## config.mk

```make
export PLATFORM = sky130hd
export DESIGN_NAME = decode_pipe_stage
export DESIGN_NICKNAME = d
export VERILOG_FILES = /design/src/rtl/decode_pipe_stage.sv
export SDC_FILE = /design/constraint.sdc
export NUM_CORES = 2
export LEC_CHECK = 0
export ABC_AREA = 1
export CAP_MARGIN = 10
export CORE_ASPECT_RATIO = 2
export CORE_UTILIZATION = 45
export CTS_CLUSTER_SIZE = 40
export DETAILED_ROUTE_END_ITERATION = 10
export HOLD_SLACK_MARGIN = 0.05
export RECOVER_POWER = 50
export SYNTH_ARGS = -nofsm -noshare
export SYNTH_HDL_FRONTEND = slang
export SYNTH_SLANG_ARGS = --single-unit
export TNS_END_PERCENT = 100
```

## constraint.sdc

```tcl
create_clock -name clk -period 3.42 [get_ports clk]
set_clock_uncertainty 0.15 [all_clocks]
set_input_delay 0.684 -clock clk [delete_from_list [all_inputs] [get_ports clk]]
set_output_delay 0.684 -clock clk [all_outputs]
set_load 0.1 [all_outputs]
```

## src/rtl/decode_pipe_stage.sv

```systemverilog
// decode_pipe_stage: RV32I decode with regfile, immediate select, main+skid output buffer (option DECODE_BYPASS_EN)
module decode_pipe_stage #(
   parameter int XLEN = 32,
   parameter int NREG = 32,
   parameter int RA_W = $clog2(NREG)
) (
   input  logic            clk,
   input  logic            rst,
   input  logic            flush,
   input  logic            in_valid,
   output logic            in_ready,
   input  logic [31:0]     in_instr,
   input  logic [XLEN-1:0] in_pc,
   input  logic            hz_valid,
   input  logic [RA_W-1:0] hz_rd,
   input  logic            reg_load,
   input  logic [RA_W-1:0] rd_sel,
   input  logic [XLEN-1:0] rd_data,
   output logic            out_valid,
   input  logic            out_ready,
   output logic [XLEN-1:0] out_pc,
   output logic [6:0]      out_opcode,
   output logic [2:0]      out_funct3,
   output logic [6:0]      out_funct7,
   output logic [RA_W-1:0] out_rs1,
   output logic [RA_W-1:0] out_rs2,
   output logic [RA_W-1:0] out_rd,
   output logic [XLEN-1:0] out_rs1_data,
   output logic [XLEN-1:0] out_rs2_data,
   output logic [XLEN-1:0] out_imm
);
   typedef struct packed {
      logic            v;
      logic [XLEN-1:0] pc;
      logic [31:0]     ins;
      logic [XLEN-1:0] d1;
      logic [XLEN-1:0] d2;
      logic [XLEN-1:0] imm;
   } ent_t;

   logic [XLEN-1:0] rf [NREG];
   ent_t main_q, skid_q, main_r, skid_r, new_e;
   logic [6:0] op;
   logic [RA_W-1:0] rs1, rs2;
   logic [31:0] imm32;
   logic [XLEN-1:0] r1, r2;
   logic use_rs2, haz, acc, wr, byp1, byp2;

   assign op = in_instr[6:0];
   assign rs1 = RA_W'(in_instr[19:15]);
   assign rs2 = RA_W'(in_instr[24:20]);
   assign wr = reg_load && rd_sel != '0;

   assign imm32 = (op == 7'h37 || op == 7'h17) ? {in_instr[31:12], 12'b0} :
                  (op == 7'h6F) ? {{11{in_instr[31]}}, in_instr[31], in_instr[19:12], in_instr[20], in_instr[30:21], 1'b0} :
                  (op == 7'h63) ? {{19{in_instr[31]}}, in_instr[31], in_instr[7], in_instr[30:25], in_instr[11:8], 1'b0} :
                  (op == 7'h23) ? {{20{in_instr[31]}}, in_instr[31:25], in_instr[11:7]} :
                  (op == 7'h03 || op == 7'h13 || op == 7'h67) ? {{20{in_instr[31]}}, in_instr[31:20]} : '0;

`ifdef DECODE_BYPASS_EN
   assign byp1 = wr && rd_sel == rs1;
   assign byp2 = wr && rd_sel == rs2;
`else
   assign byp1 = 1'b0;
   assign byp2 = 1'b0;
`endif

   assign r1 = (rs1 == '0) ? '0 : byp1 ? rd_data : rf[rs1];
   assign r2 = (rs2 == '0) ? '0 : byp2 ? rd_data : rf[rs2];
   assign new_e = {1'b1, in_pc, in_instr, r1, r2, XLEN'($signed(imm32))};

   assign use_rs2 = op == 7'h33 || op == 7'h63 || op == 7'h23;
   assign haz = hz_valid && hz_rd != '0 && (rs1 == hz_rd || (use_rs2 && rs2 == hz_rd));
   assign in_ready = !rst && !flush && !skid_q.v && !haz;
   assign acc = in_valid && in_ready;

   // Held entries pick up a same-edge writeback to the registers they read
   always_comb begin
      main_r = main_q;
      skid_r = skid_q;
      main_r.d1 = (wr && RA_W'(main_q.ins[19:15]) == rd_sel) ? rd_data : main_q.d1;
      main_r.d2 = (wr && RA_W'(main_q.ins[24:20]) == rd_sel) ? rd_data : main_q.d2;
      skid_r.d1 = (wr && RA_W'(skid_q.ins[19:15]) == rd_sel) ? rd_data : skid_q.d1;
      skid_r.d2 = (wr && RA_W'(skid_q.ins[24:20]) == rd_sel) ? rd_data : skid_q.d2;
   end

   // Register file; x0 never written so it stays zero
   always_ff @(posedge clk) begin
      if (rst) begin
         for (int i = 0; i < NREG; i++) rf[i] <= '0;
      end else if (wr) begin
         rf[rd_sel] <= rd_data;
      end
   end

   // Main/skid buffer: skid drains first, new entry goes to main when it frees, else to skid
   always_ff @(posedge clk) begin
      if (rst) begin
         main_q <= '0;
         skid_q <= '0;
      end else if (flush) begin
         main_q.v <= 1'b0;
         skid_q.v <= 1'b0;
      end else if (!main_q.v || out_ready) begin
         if (skid_q.v) main_q <= skid_r;
         else if (acc) main_q <= new_e;
         else main_q.v <= 1'b0;
         skid_q.v <= 1'b0;
      end else begin
         main_q <= main_r;
         skid_q <= acc ? new_e : skid_r;
      end
   end

   assign out_valid = main_q.v;
   assign out_pc = main_q.pc;
   assign out_opcode = main_q.ins[6:0];
   assign out_funct3 = main_q.ins[14:12];
   assign out_funct7 = main_q.ins[31:25];
   assign out_rs1 = RA_W'(main_q.ins[19:15]);
   assign out_rs2 = RA_W'(main_q.ins[24:20]);
   assign out_rd = RA_W'(main_q.ins[11:7]);
   assign out_rs1_data = main_q.d1;
   assign out_rs2_data = main_q.d2;
   assign out_imm = main_q.imm;
endmodule

```

==> out/qor.yml <==
timing:
  report.final.slew_viol_count: 89
  grt_setup_unrepaired: "false"
  actual_slew_at_the_worst_max_slew_pin_ns: 2.416
  relSlewSlack: -0.6106
  whs_ns: 0.1762
  fin_ws_ns: 0.1721
  clock.fmax_mhz: 307.9
  timing.final.hold_violations: 0
  final.period_utilization: 0.9497
  setup_viol: 0
  final_period_minus_worst_setup_slack_ns: 3.248
clock_tree:
  clk_latency_ns: 0.76
  number_of_buffers_inserted_during_clock_tree_synthesis: 121
  post_cts_resize_count: 0
  cts_num_sinks: 1346
  postCtsSetupRepairBufs: 0
  cts-hold-fix-buffers: 0
  ctsHtreeMaxLevel: 3
  cts_tree: "done"
  cts-root-buf: "sky130_fd_sc_hd__clkbuf_16"
  clk_pin_slew_ns: 0.07
  clock_tree.buffer_depth: 3
worst_hold_path:
  holdPathStages: 3
  hold-path-endpoint: "skid_q[119]"
  hold_path_class: "primary input to flip-flop"
  hold_path_startpoint: "in_instr[23]"
synthesis:
  synth_area_leaders: "sky130_fd_sc_hd__edfxtp_1, sky130_fd_sc_hd__nand2_1, sky130_fd_sc_hd__dfxtp_1"
  synth_adder_area_share: 0
  synth_seq_cells: 1346
  synth.yosys.seq_area_share: 0.5109
  yosys.area_share.simple: 0.2903
  count_of_warnings_emitted_by_yosys: 0
  synth-compound-area-share: 0.1135
  yosys.cell_types.count: 33
  yosys.area.top_type_share: 0.4223
  netlist_instances: 9441
  combinational_family_with_the_most_area_after_synthesis: "simple AND/OR/NAND/NOR gates"
  mux_share_of_post_synthesis_cell_area: 0
  synth_xor_xnor_area_share: 0.002406
  syn-cell-area_mm2: 0.07281
  postSynthAreaPerCell_um2: 7.712
  synth_top_cell_by_area: "sky130_fd_sc_hd__edfxtp_1"
critical_path:
  reg2reg_from: "skid_q[160]"
  cp.arrival_ns: 3.45
  criticalPathCategory: "primary input to flip-flop"
  required_time_of_the_critical_path_ns: 3.62
  setup.reg_to_reg.worst_slack_ns: 0.55
  timing.critical_path.to_type: "flip-flop"
  peak_fanout_along_the_critical_path: 32
  capturing_point_of_the_worst_reg2reg_path: "skid_q[155]"
  startpoint_type: "primary input"
  r2r_cells: 7
route:
  drc_violations: 0
  drt_iter0_markers: 7811
  avgRoutedWirePerCell_um: 23.39
  ant_nets: 0
  detail_route.first_pass.iterations: 8
  routed_wl_mm: 271.4
  via_count: 67760
  vias_per_cell: 5.838
power:
  worst_vdd_rail_ir_drop_uv: 432.3
  power_w: 0.03813
  powerDensity_mw_per_mm2: 467.2
  leakagePower_nw: 33.26
place:
  place_ws_ns: -0.08815
  placed_cells_incl_taps: 11370
  gp_congestion: 0.9369
  detailed_place_hpwl_mm: 179.9
  numPortBuffers: 274
global_routing:
  grt_antenna_before_repair: 9
  grt_max_degree: 115
  overflow: 0
  first_pass_grt_wire_length_mm: 401.3
  first_global_vias: 64820
  grt_util_all_layers: 0.3241
run_status:
  violations_in_the_final_reports: "max-capacitance violations, max-slew violations"
  run_status: "complete, but fails checks"
die:
  die-width_um: 286.4
  initial_core_util: 0.4534
  fp.dieH_um: 570.9
  std_cell_rows: 208
  dieArea_mm2: 0.1635
  pin_count: 275
  core-area_mm2: 0.1606
finish:
  layout.core_utilization: 0.5083
  nets: 9510
  layout.area.seq_mm2: 0.03720
  final_layout_size_suffix_gt1_frac: 0.06401
  commonest_cells_after_routing_fill_and_taps_aside: "sky130_fd_sc_hd__nand2_1, sky130_fd_sc_hd__nor2_1, sky130_fd_sc_hd__nand3_1"
  fin_cells: 11610
  layout_commonest_cell: "sky130_fd_sc_hd__nand2_1"
  multi_input_area_mm2: 0.02976
  area_delta_synth_final_pct: 12.09
  n_fill_cell: 15500
flow_run:
  cap_viol_max_count: 1
## how the worst max path moves through the flow
stage,start,endpoint,slack [ns],cells past startpoint
2_1_floorplan,rd_sel[3],rf[13][0],0.30,10
5_1_grt,in_instr[3],skid_q[108],0.06,13
3_3_place_gp,in_instr[1],out_imm[13],-0.05,11
3_5_place_dp,in_instr[1],out_imm[13],-0.09,11
4_1_cts,in_instr[3],in_ready,0.19,10
6_report,rd_sel[3],rf[1][4],0.17,10
## Yosys cell counts, drive strengths merged
| master | number |
|---|---|
| or2 | 26 |
| xor2 | 9 |
| inv | 622 |
| dfxtp | 322 |
| a21oi | 555 |
| nand3 | 1107 |
| edfxtp | 1024 |
| conb | 1 |
| clkbuf | 441 |
| nor3 | 13 |
| o21ai | 517 |
| clkinv | 14 |
| o22ai | 4 |
| o211ai | 382 |
| and3 | 2 |
| nand4 | 97 |
| xnor2 | 11 |
| buf | 384 |
| nand2 | 2456 |
| nor2 | 1454 |
## layout make-up
| class | count | area share |
|---|---|---|
| clock inverters | 58 | 0.007129 |
| repair buffers | 627 | 0.06862 |
| multi-input cells | 6665 | 0.3646 |
| clock buffers | 167 | 0.04165 |
| flip-flops and latches | 1346 | 0.4558 |
| diodes | 8 | 0.0002453 |
| well taps | 2100 | 0.03220 |
| inverters | 636 | 0.02973 |
## flip-flops by register name, summed over array words and instances, names as in the netlist, 5 cells and up
register	flops
out_rs1	5
skid_q	161
out_opcode	7
rf	1024
out_rs1_data	32
out_rs2_data	32
out_funct7	7
out_rs2	5
out_pc	32
out_rd	5
out_imm	32
## metrics by stage
stage | area (µm²) | setup TNS (ns)
2_1_floorplan | 72930 | 0
3_3_place_gp | 78630 | -0.07755
3_5_place_dp | 78630 | -0.1063
4_1_cts | 82610 | 0
5_1_grt | 81610 | 0
6_report | 81610 | 0
## metal layers
metal | vias up | global-route usage | routed length, µm
met5 | - | 0 | 0
li1 | 31190 | - | -
met3 | 812 | 0.04756 | 22960
met2 | 3527 | 0.5700 | 136100
met4 | 0 | 0.1734 | 14380
met1 | 32230 | 0.3773 | 98010
## report_power, final
group          internal, W  switching [W]
logic              0.00146        0.00391
registers           0.0183       0.000324
clock network      0.00769        0.00645
total               0.0274         0.0107
## logic make-up after synthesis
| logic type | after synthesis |
|---|---|
| compound gates | 1458 |
| xor+xnor | 20 |
| buf+inv | 1461 |
| flops | 1346 |
| other cells | 1 |
| simple gates | 5155 |
## worst max-delay path: stages
cell and delay [ns]:
sky130_fd_sc_hd__dlygate4sd3_1 0.60, sky130_fd_sc_hd__inv_1 0.11, sky130_fd_sc_hd__nand3_1 0.12, sky130_fd_sc_hd__o21ai_0 0.11, sky130_fd_sc_hd__nor2_1 0.20, sky130_fd_sc_hd__nand3_1 0.10, sky130_fd_sc_hd__inv_1 0.36, sky130_fd_sc_hd__nand2_1 0.15
sky130_fd_sc_hd__nand2_2 0.08, sky130_fd_sc_hd__clkbuf_2 0.88
Power figures use the tool's default switching activity.
